### src/rtl/axil_reg_pkg.sv
// Shared constants and FSM state types for the AXI4-Lite register bank.
package axil_reg_pkg;

  localparam int unsigned RESP_OKAY   = 0;
  localparam int unsigned RESP_SLVERR = 2;

  localparam logic [3:0] OFF_CTRL  = 4'h0;
  localparam logic [3:0] OFF_DATA  = 4'h4;
  localparam logic [3:0] OFF_ACC   = 4'h8;
  localparam logic [3:0] OFF_COUNT = 4'hC;

  typedef enum logic [0:0] {W_IDLE, W_RESP} wr_state_t;
  typedef enum logic [0:0] {R_IDLE, R_DATA} rd_state_t;

endpackage

### src/rtl/axil_reg_slave_if.sv
// AXI4-Lite bus bundle between a master and the register bank.
interface axil_reg_slave_if #(
  parameter int unsigned DATA_WIDTH = 32,
  parameter int unsigned ADDR_WIDTH = 8,
  parameter int unsigned RESP_WIDTH = 3
);
  logic [ADDR_WIDTH-1:0]   awaddr;
  logic                    awvalid;
  logic                    awready;
  logic [DATA_WIDTH-1:0]   wdata;
  logic [DATA_WIDTH/8-1:0] wstrb;
  logic                    wvalid;
  logic                    wready;
  logic [RESP_WIDTH-1:0]   bresp;
  logic                    bvalid;
  logic                    bready;
  logic [ADDR_WIDTH-1:0]   araddr;
  logic                    arvalid;
  logic                    arready;
  logic [DATA_WIDTH-1:0]   rdata;
  logic [RESP_WIDTH-1:0]   rresp;
  logic                    rvalid;
  logic                    rready;

  modport master (
    output awaddr, awvalid, wdata, wstrb, wvalid, bready, araddr, arvalid, rready,
    input  awready, wready, bresp, bvalid, arready, rdata, rresp, rvalid
  );

  modport slave (
    input  awaddr, awvalid, wdata, wstrb, wvalid, bready, araddr, arvalid, rready,
    output awready, wready, bresp, bvalid, arready, rdata, rresp, rvalid
  );
endinterface

### src/rtl/axil_reg_decode.sv
// Combinational address decode for the four-word register bank.
module axil_reg_decode
  import axil_reg_pkg::*;
#(
  parameter int unsigned ADDR_WIDTH = 8,
  parameter int unsigned BASE_ADDR  = 0
) (
  input  logic [ADDR_WIDTH-1:0] addr_i,
  output logic                  hit_o,
  output logic [1:0]            idx_o,
  output logic                  writable_o
);
  logic [ADDR_WIDTH-1:0] off;

  always_comb begin
    off        = addr_i - ADDR_WIDTH'(BASE_ADDR);
    hit_o      = (off[ADDR_WIDTH-1:4] == '0) && (off[1:0] == 2'b00) && (addr_i[1:0] == 2'b00);
    idx_o      = off[3:2];
    writable_o = hit_o && ((off[3:0] == OFF_CTRL) || (off[3:0] == OFF_DATA));
  end
endmodule

### src/rtl/axil_reg_slave.sv
// AXI4-Lite register bank: CTRL/DATA (RW), ACC/COUNT (RO).
// Define AXIL_REG_SLAVE_WSTRB_EN to honour wstrb byte lanes on CTRL/DATA writes.
module axil_reg_slave
  import axil_reg_pkg::*;
#(
  parameter int unsigned DATA_WIDTH = 32,
  parameter int unsigned ADDR_WIDTH = 8,
  parameter int unsigned RESP_WIDTH = 3,
  parameter int unsigned BASE_ADDR  = 0
) (
  input  logic                  s_axi_aclk,
  input  logic                  s_axi_aresetn,
  axil_reg_slave_if.slave       s_axi,
  output logic [DATA_WIDTH-1:0] ctrl_out,
  output logic [DATA_WIDTH-1:0] acc_out
);
  localparam logic [RESP_WIDTH-1:0] RespOkay  = RESP_WIDTH'(RESP_OKAY);
  localparam logic [RESP_WIDTH-1:0] RespSlverr = RESP_WIDTH'(RESP_SLVERR);

  logic [DATA_WIDTH-1:0] ctrl_q, ctrl_d, data_q, data_d, acc_q, acc_d, count_q, count_d;
  wr_state_t             wr_state_q, wr_state_d;
  rd_state_t             rd_state_q, rd_state_d;
  logic                  awready_q, awready_d, wready_q, wready_d, bvalid_q, bvalid_d;
  logic                  aw_have_q, aw_have_d, w_have_q, w_have_d;
  logic [ADDR_WIDTH-1:0] awaddr_q, awaddr_d;
  logic [DATA_WIDTH-1:0] wdata_q, wdata_d;
  logic [RESP_WIDTH-1:0] bresp_q, bresp_d, rresp_q, rresp_d;
  logic                  arready_q, arready_d, rvalid_q, rvalid_d;
  logic [DATA_WIDTH-1:0] rdata_q, rdata_d;

  logic                  aw_hs, w_hs, ar_hs;
  logic [ADDR_WIDTH-1:0] wr_addr;
  logic [DATA_WIDTH-1:0] wr_data, ctrl_merge, data_merge, rd_reg;
  logic                  wr_hit, wr_writable, rd_hit, rd_writable;
  logic [1:0]            wr_idx, rd_idx;

  // A write may complete with one half already held and the other arriving live.
  assign wr_addr = aw_have_q ? awaddr_q : s_axi.awaddr;
  assign wr_data = w_have_q ? wdata_q : s_axi.wdata;

`ifdef AXIL_REG_SLAVE_WSTRB_EN
  logic [DATA_WIDTH/8-1:0] wstrb_q, wstrb_d, wr_strb;
  assign wr_strb = w_have_q ? wstrb_q : s_axi.wstrb;

  always_comb begin
    ctrl_merge = ctrl_q;
    data_merge = data_q;
    for (int i = 0; i < DATA_WIDTH / 8; i++) begin
      if (wr_strb[i]) begin
        ctrl_merge[i*8+:8] = wr_data[i*8+:8];
        data_merge[i*8+:8] = wr_data[i*8+:8];
      end
    end
  end
`else
  logic unused_wstrb;
  assign unused_wstrb = ^s_axi.wstrb;
  assign ctrl_merge   = wr_data;
  assign data_merge   = wr_data;
`endif

  axil_reg_decode #(.ADDR_WIDTH(ADDR_WIDTH), .BASE_ADDR(BASE_ADDR)) u_aw_decode (
    .addr_i     (wr_addr),
    .hit_o      (wr_hit),
    .idx_o      (wr_idx),
    .writable_o (wr_writable)
  );

  axil_reg_decode #(.ADDR_WIDTH(ADDR_WIDTH), .BASE_ADDR(BASE_ADDR)) u_ar_decode (
    .addr_i     (s_axi.araddr),
    .hit_o      (rd_hit),
    .idx_o      (rd_idx),
    .writable_o (rd_writable)
  );

  assign aw_hs = s_axi.awvalid & awready_q;
  assign w_hs  = s_axi.wvalid & wready_q;
  assign ar_hs = s_axi.arvalid & arready_q;

  always_comb begin
    ctrl_d     = ctrl_q;
    data_d     = data_q;
    acc_d      = acc_q;
    count_d    = count_q;
    wr_state_d = wr_state_q;
    awready_d  = awready_q;
    wready_d   = wready_q;
    bvalid_d   = bvalid_q;
    bresp_d    = bresp_q;
    aw_have_d  = aw_have_q;
    w_have_d   = w_have_q;
    awaddr_d   = awaddr_q;
    wdata_d    = wdata_q;
`ifdef AXIL_REG_SLAVE_WSTRB_EN
    wstrb_d    = wstrb_q;
    if (w_hs) wstrb_d = s_axi.wstrb;
`endif
    unique case (wr_state_q)
      W_IDLE: begin
        if (aw_hs) begin
          aw_have_d = 1'b1;
          awaddr_d  = s_axi.awaddr;
        end
        if (w_hs) begin
          w_have_d = 1'b1;
          wdata_d  = s_axi.wdata;
        end
        awready_d = ~(aw_have_q | aw_hs);
        wready_d  = ~(w_have_q | w_hs);
        if ((aw_have_q | aw_hs) && (w_have_q | w_hs)) begin
          wr_state_d = W_RESP;
          bvalid_d   = 1'b1;
          aw_have_d  = 1'b0;
          w_have_d   = 1'b0;
          bresp_d    = RespSlverr;
          if (wr_writable) begin
            bresp_d = RespOkay;
            count_d = count_q + DATA_WIDTH'(1);
            if (wr_idx == OFF_CTRL[3:2]) begin
              // Bit 1 is a clear strobe for ACC and never stays set.
              ctrl_d    = ctrl_merge;
              ctrl_d[1] = 1'b0;
              if (ctrl_merge[1]) acc_d = '0;
            end else begin
              data_d = data_merge;
              if (ctrl_q[0]) acc_d = acc_q + data_merge;
            end
          end
        end
      end
      W_RESP: begin
        if (s_axi.bready) begin
          wr_state_d = W_IDLE;
          bvalid_d   = 1'b0;
          awready_d  = 1'b1;
          wready_d   = 1'b1;
        end
      end
      default: wr_state_d = W_IDLE;
    endcase
  end

  always_comb begin
    unique case (rd_idx)
      OFF_CTRL[3:2]: rd_reg = ctrl_q;
      OFF_DATA[3:2]: rd_reg = data_q;
      OFF_ACC[3:2]:  rd_reg = acc_q;
      default:       rd_reg = count_q;
    endcase
  end

  always_comb begin
    rd_state_d = rd_state_q;
    arready_d  = arready_q;
    rvalid_d   = rvalid_q;
    rdata_d    = rdata_q;
    rresp_d    = rresp_q;
    unique case (rd_state_q)
      R_IDLE: begin
        arready_d = 1'b1;
        if (ar_hs) begin
          rd_state_d = R_DATA;
          arready_d  = 1'b0;
          rvalid_d   = 1'b1;
          rdata_d    = rd_hit ? rd_reg : '0;
          rresp_d    = rd_hit ? RespOkay : RespSlverr;
        end
      end
      R_DATA: begin
        if (s_axi.rready) begin
          rd_state_d = R_IDLE;
          rvalid_d   = 1'b0;
          arready_d  = 1'b1;
        end
      end
      default: rd_state_d = R_IDLE;
    endcase
  end

  always_ff @(posedge s_axi_aclk or negedge s_axi_aresetn) begin
    if (!s_axi_aresetn) begin
      ctrl_q     <= '0;
      data_q     <= '0;
      acc_q      <= '0;
      count_q    <= '0;
      wr_state_q <= W_IDLE;
      awready_q  <= 1'b0;
      wready_q   <= 1'b0;
      bvalid_q   <= 1'b0;
      bresp_q    <= '0;
      aw_have_q  <= 1'b0;
      w_have_q   <= 1'b0;
      awaddr_q   <= '0;
      wdata_q    <= '0;
`ifdef AXIL_REG_SLAVE_WSTRB_EN
      wstrb_q    <= '0;
`endif
      rd_state_q <= R_IDLE;
      arready_q  <= 1'b0;
      rvalid_q   <= 1'b0;
      rdata_q    <= '0;
      rresp_q    <= '0;
    end else begin
      ctrl_q     <= ctrl_d;
      data_q     <= data_d;
      acc_q      <= acc_d;
      count_q    <= count_d;
      wr_state_q <= wr_state_d;
      awready_q  <= awready_d;
      wready_q   <= wready_d;
      bvalid_q   <= bvalid_d;
      bresp_q    <= bresp_d;
      aw_have_q  <= aw_have_d;
      w_have_q   <= w_have_d;
      awaddr_q   <= awaddr_d;
      wdata_q    <= wdata_d;
`ifdef AXIL_REG_SLAVE_WSTRB_EN
      wstrb_q    <= wstrb_d;
`endif
      rd_state_q <= rd_state_d;
      arready_q  <= arready_d;
      rvalid_q   <= rvalid_d;
      rdata_q    <= rdata_d;
      rresp_q    <= rresp_d;
    end
  end

  logic unused_rd_writable;
  assign unused_rd_writable = rd_writable;

  assign s_axi.awready = awready_q;
  assign s_axi.wready  = wready_q;
  assign s_axi.bvalid  = bvalid_q;
  assign s_axi.bresp   = bresp_q;
  assign s_axi.arready = arready_q;
  assign s_axi.rvalid  = rvalid_q;
  assign s_axi.rdata   = rdata_q;
  assign s_axi.rresp   = rresp_q;
  assign ctrl_out      = ctrl_q;
  assign acc_out       = acc_q;
endmodule

### src/flat_wrapper.sv
// flat-port wrapper written by rule: the top's interface ports become plain ports
module axil_reg_slave_flat import axil_reg_pkg::*;
#(
  parameter int unsigned DATA_WIDTH = 32,
  parameter int unsigned ADDR_WIDTH = 8,
  parameter int unsigned RESP_WIDTH = 3,
  parameter int unsigned BASE_ADDR  = 0
)
  (s_axi_aclk, s_axi_aresetn, ctrl_out, acc_out, s_axi_awaddr, s_axi_awvalid, s_axi_wdata, s_axi_wstrb, s_axi_wvalid, s_axi_bready, s_axi_araddr, s_axi_arvalid, s_axi_rready, s_axi_awready, s_axi_wready, s_axi_bresp, s_axi_bvalid, s_axi_arready, s_axi_rdata, s_axi_rresp, s_axi_rvalid);
  axil_reg_slave_if #(.DATA_WIDTH(DATA_WIDTH), .ADDR_WIDTH(ADDR_WIDTH), .RESP_WIDTH(RESP_WIDTH)) s_axi_i ();
  input  logic s_axi_aclk;
  input  logic s_axi_aresetn;
  output logic [DATA_WIDTH-1:0] ctrl_out;
  output logic [DATA_WIDTH-1:0] acc_out;
  input wire logic [$bits(s_axi_i.awaddr)-1:0] s_axi_awaddr;
  input wire logic [$bits(s_axi_i.awvalid)-1:0] s_axi_awvalid;
  input wire logic [$bits(s_axi_i.wdata)-1:0] s_axi_wdata;
  input wire logic [$bits(s_axi_i.wstrb)-1:0] s_axi_wstrb;
  input wire logic [$bits(s_axi_i.wvalid)-1:0] s_axi_wvalid;
  input wire logic [$bits(s_axi_i.bready)-1:0] s_axi_bready;
  input wire logic [$bits(s_axi_i.araddr)-1:0] s_axi_araddr;
  input wire logic [$bits(s_axi_i.arvalid)-1:0] s_axi_arvalid;
  input wire logic [$bits(s_axi_i.rready)-1:0] s_axi_rready;
  output wire logic [$bits(s_axi_i.awready)-1:0] s_axi_awready;
  output wire logic [$bits(s_axi_i.wready)-1:0] s_axi_wready;
  output wire logic [$bits(s_axi_i.bresp)-1:0] s_axi_bresp;
  output wire logic [$bits(s_axi_i.bvalid)-1:0] s_axi_bvalid;
  output wire logic [$bits(s_axi_i.arready)-1:0] s_axi_arready;
  output wire logic [$bits(s_axi_i.rdata)-1:0] s_axi_rdata;
  output wire logic [$bits(s_axi_i.rresp)-1:0] s_axi_rresp;
  output wire logic [$bits(s_axi_i.rvalid)-1:0] s_axi_rvalid;
  assign s_axi_i.awaddr = s_axi_awaddr;
  assign s_axi_i.awvalid = s_axi_awvalid;
  assign s_axi_i.wdata = s_axi_wdata;
  assign s_axi_i.wstrb = s_axi_wstrb;
  assign s_axi_i.wvalid = s_axi_wvalid;
  assign s_axi_i.bready = s_axi_bready;
  assign s_axi_i.araddr = s_axi_araddr;
  assign s_axi_i.arvalid = s_axi_arvalid;
  assign s_axi_i.rready = s_axi_rready;
  assign s_axi_awready = s_axi_i.awready;
  assign s_axi_wready = s_axi_i.wready;
  assign s_axi_bresp = s_axi_i.bresp;
  assign s_axi_bvalid = s_axi_i.bvalid;
  assign s_axi_arready = s_axi_i.arready;
  assign s_axi_rdata = s_axi_i.rdata;
  assign s_axi_rresp = s_axi_i.rresp;
  assign s_axi_rvalid = s_axi_i.rvalid;
  axil_reg_slave #(.DATA_WIDTH(DATA_WIDTH), .ADDR_WIDTH(ADDR_WIDTH), .RESP_WIDTH(RESP_WIDTH), .BASE_ADDR(BASE_ADDR)) u_core (.s_axi_aclk(s_axi_aclk), .s_axi_aresetn(s_axi_aresetn), .s_axi(s_axi_i), .ctrl_out(ctrl_out), .acc_out(acc_out));
endmodule
### config.mk
export PLATFORM = sky130hd
export DESIGN_NAME = axil_reg_slave_flat
export DESIGN_NICKNAME = d
export VERILOG_FILES = /design/src/rtl/axil_reg_pkg.sv /design/src/rtl/axil_reg_slave_if.sv /design/src/rtl/axil_reg_decode.sv /design/src/rtl/axil_reg_slave.sv /design/src/flat_wrapper.sv
export SDC_FILE = /design/constraint.sdc
export NUM_CORES = 1
export LEC_CHECK = 0
export CELL_PAD_IN_SITES_DETAIL_PLACEMENT = 0
export CELL_PAD_IN_SITES_GLOBAL_PLACEMENT = 1
export CORE_MARGIN = 10
export CORE_UTILIZATION = 46
export DETAILED_ROUTE_END_ITERATION = 10
export PLACE_DENSITY = 0.86
export SLEW_MARGIN = 20
export SYNTH_ARGS = -nofsm -noshare
export SYNTH_HDL_FRONTEND = slang
export SYNTH_HIERARCHICAL = 1
export SYNTH_SLANG_ARGS = --single-unit
export TNS_END_PERCENT = 5
### constraint.sdc
create_clock -name s_axi_aclk -period 9.8 [get_ports s_axi_aclk]
set_input_delay 1.96 -clock s_axi_aclk [delete_from_list [all_inputs] [get_ports s_axi_aclk]]
set_output_delay 1.96 -clock s_axi_aclk [all_outputs]
set_load 0.005 [all_outputs]
==> flow_metrics.tcl <==
set metrics [dict create \
    ant_nets 0 \
    critPathSlowestCell "nor3_1" \
    crit_required_ps 10230 \
    arrival_ps 5950 \
    rows 55 \
    hold_class "reg -> reg" \
    antenna_found_initial 0 \
    routed_via_density 5.56 \
    drive_gt1_share_pct 12.7 \
    cts_hold_buf 0 \
    htree_levels 1 \
    gp_routability_congestion 0.837 \
    wl_per_cell_um 19.3 \
    die_x_um 173 \
    postCtsSetupRepairBufs 0 \
    rsz0062_at_grt "no" \
    vdd_drop_max_v 0.000118 \
    slowest_delay_ps 560 \
    setup_viol 0 \
    outcome "complete, no violations" \
    start_util_pct 47.1 \
    io_buffers 156 \
    fillers 1980 \
    reg2reg_depth 12 \
    critical_path.cell_chain "clkdlybuf4s50_1 > mux2_2 > or4_4 > nor4_2 > inv_1 > nor4_2 > buf_4 > and3_1 > nand2_1 > nor3_1 > nand2_1 > nor3_1 > xor2_1" \
    min_path_cells 2 \
    crit_buf_inv 3 \
    nNetsFinal 1224 \
    clk_pin_slew_ps 60 \
    syn_inst 994 \
    cts_max_path_buffers 3 \
    die_h_um 173 \
    clock.fmax_ghz 0.181 \
    clk-insertion-delay-late_ps 510 \
    final_hold_viol_count 0 \
    drv_slew 0 \
    grt_pass1_wl_mm 46.1 \
    ios 166 \
    layout_commonest_cell "dfrtp_1" \
    grt_max_degree 80 \
    drt_first_iter_violations 596 \
    antenna_cells 0 \
    cp.depth 13 \
    crit_fanout 11 \
    p_total_w 0.00263 \
    routed_wl_mm 28.2 \
    worstSetupPathType "in -> reg" \
    grt_overflow_total 0 \
    syn_area_per_cell_sq_um 10.8 \
    fin_tns_setup_ps 0 \
    cts.sinks 210 \
    cts_root_buf "clkbuf_16" \
    firstDrtPassIters 5 \
    grt_pass1_vias 8378 \
    min_period_ps 5520 \
    vias 8095 \
    fin_crit_sh_pct 56.3 \
    crit_family "simple AND/OR/NAND/NOR gates" \
    synth_warnings 6 \
    cts_made_buffers 23 \
    layout_common_cells "dfrtp_1, clkdlybuf4s50_1, nand2_1" \
    slew_headroom_pct 23.8 \
    dp_hpwl_mm 19.2 \
    skew_ps 14.4 \
    p_per_area_nw_per_um2 198 \
    dieArea_sq_um 29900 \
    cp-end-kind "flop" \
    drc 0 \
    leakage_nw 5.93 \
    tightest_slew_ps 1140 \
    syn2layout_area_growth_pct 23.5 \
    grt_usage_pct 18.5 \
    worst_setup_path_start_kind "input pin" \
    netlist_area_sq_um 10800 \
    floorplan.core_area_sq_um 22800 \
    cap_viol_max_count 0 \
    ctsResizeCount 0 \
    tritoncts "done" \
]
==> power by group <==
part | internal [W] | switching [W] | total, W | leakage, nW
clock | 0.000450 | 0.000344 | 0.000794 | 0.334
combinational | 0.000343 | 0.000374 | 0.000718 | 2.80
sequential | 0.00102 | 0.0000986 | 0.00112 | 2.81
==> stage by stage <==
stage	setup slack [ps]	instances	hold slack [ps]	cell area (sq um)	utilization [%]
after CTS	4320	1456	478	13300	58.0
after global placement	3830	1419	457	12600	55.1
after floorplan	5200	998	437	10800	-
after detailed placement	3810	1419	463	12600	55.1
final	4280	1457	474	13300	58.2
after global routing	4020	1457	500	13300	58.2
==> layout make-up <==
type	count	area, sq um	share of cell area (%)
Sequential cell	210	5260	39.5
Tap cell	313	392	2.95
Clock inverter	7	41.3	0.311
Multi-Input combinational cell	688	5160	38.8
Inverter	43	161	1.21
Timing Repair Buffer	166	1660	12.5
Clock buffer	30	632	4.75
==> final timing paths <==
path / start / end / slack (ps)
max: s_axi_awaddr[1] / u_core/count_q[31]$_DFFE_PN0P_ / 4280
min: u_core/s_axi.bvalid$_DFFE_PN0P_ / u_core/s_axi.bvalid$_DFFE_PN0P_ / 470
max reg2reg: u_core/w_have_q$_DFFE_PN0P_ / u_core/acc_out[23]$_DFFE_PN0P_ / 5220
min reg2reg: u_core/s_axi.bvalid$_DFFE_PN0P_ / u_core/s_axi.bvalid$_DFFE_PN0P_ / 470
max in group asynchronous: s_axi_aresetn / u_core/data_q[13]$_DFFE_PN0P_ / 7010
min in group asynchronous: s_axi_aresetn / u_core/awaddr_q[1]$_DFFE_PN0P_ / 1400
==> tightest hold or removal path, cell delays in order (launching register included) <==
cell	delay (ps)
dfrtp_1	340
nand2_1	50
nand2_1	50
==> registers in the layout, summed over array words and instances (netlist names), 8 cells and up <==
signal              cells
u_core/count_q         32
u_core/s_axi.rdata     32
u_core/data_q          32
u_core/ctrl_out        31
u_core/wdata_q         32
u_core/acc_out         32
u_core/awaddr_q         8
==> routing by layer <==
metal	track usage [%]	routed length [um]	vias to the layer above
li1	-	-	3824
met5	0	0	-
met1	25.2	13100	4043
met3	3.94	1520	31
met4	3.38	402	0
met2	30.1	13100	197
(Power assumes the default switching activity.)
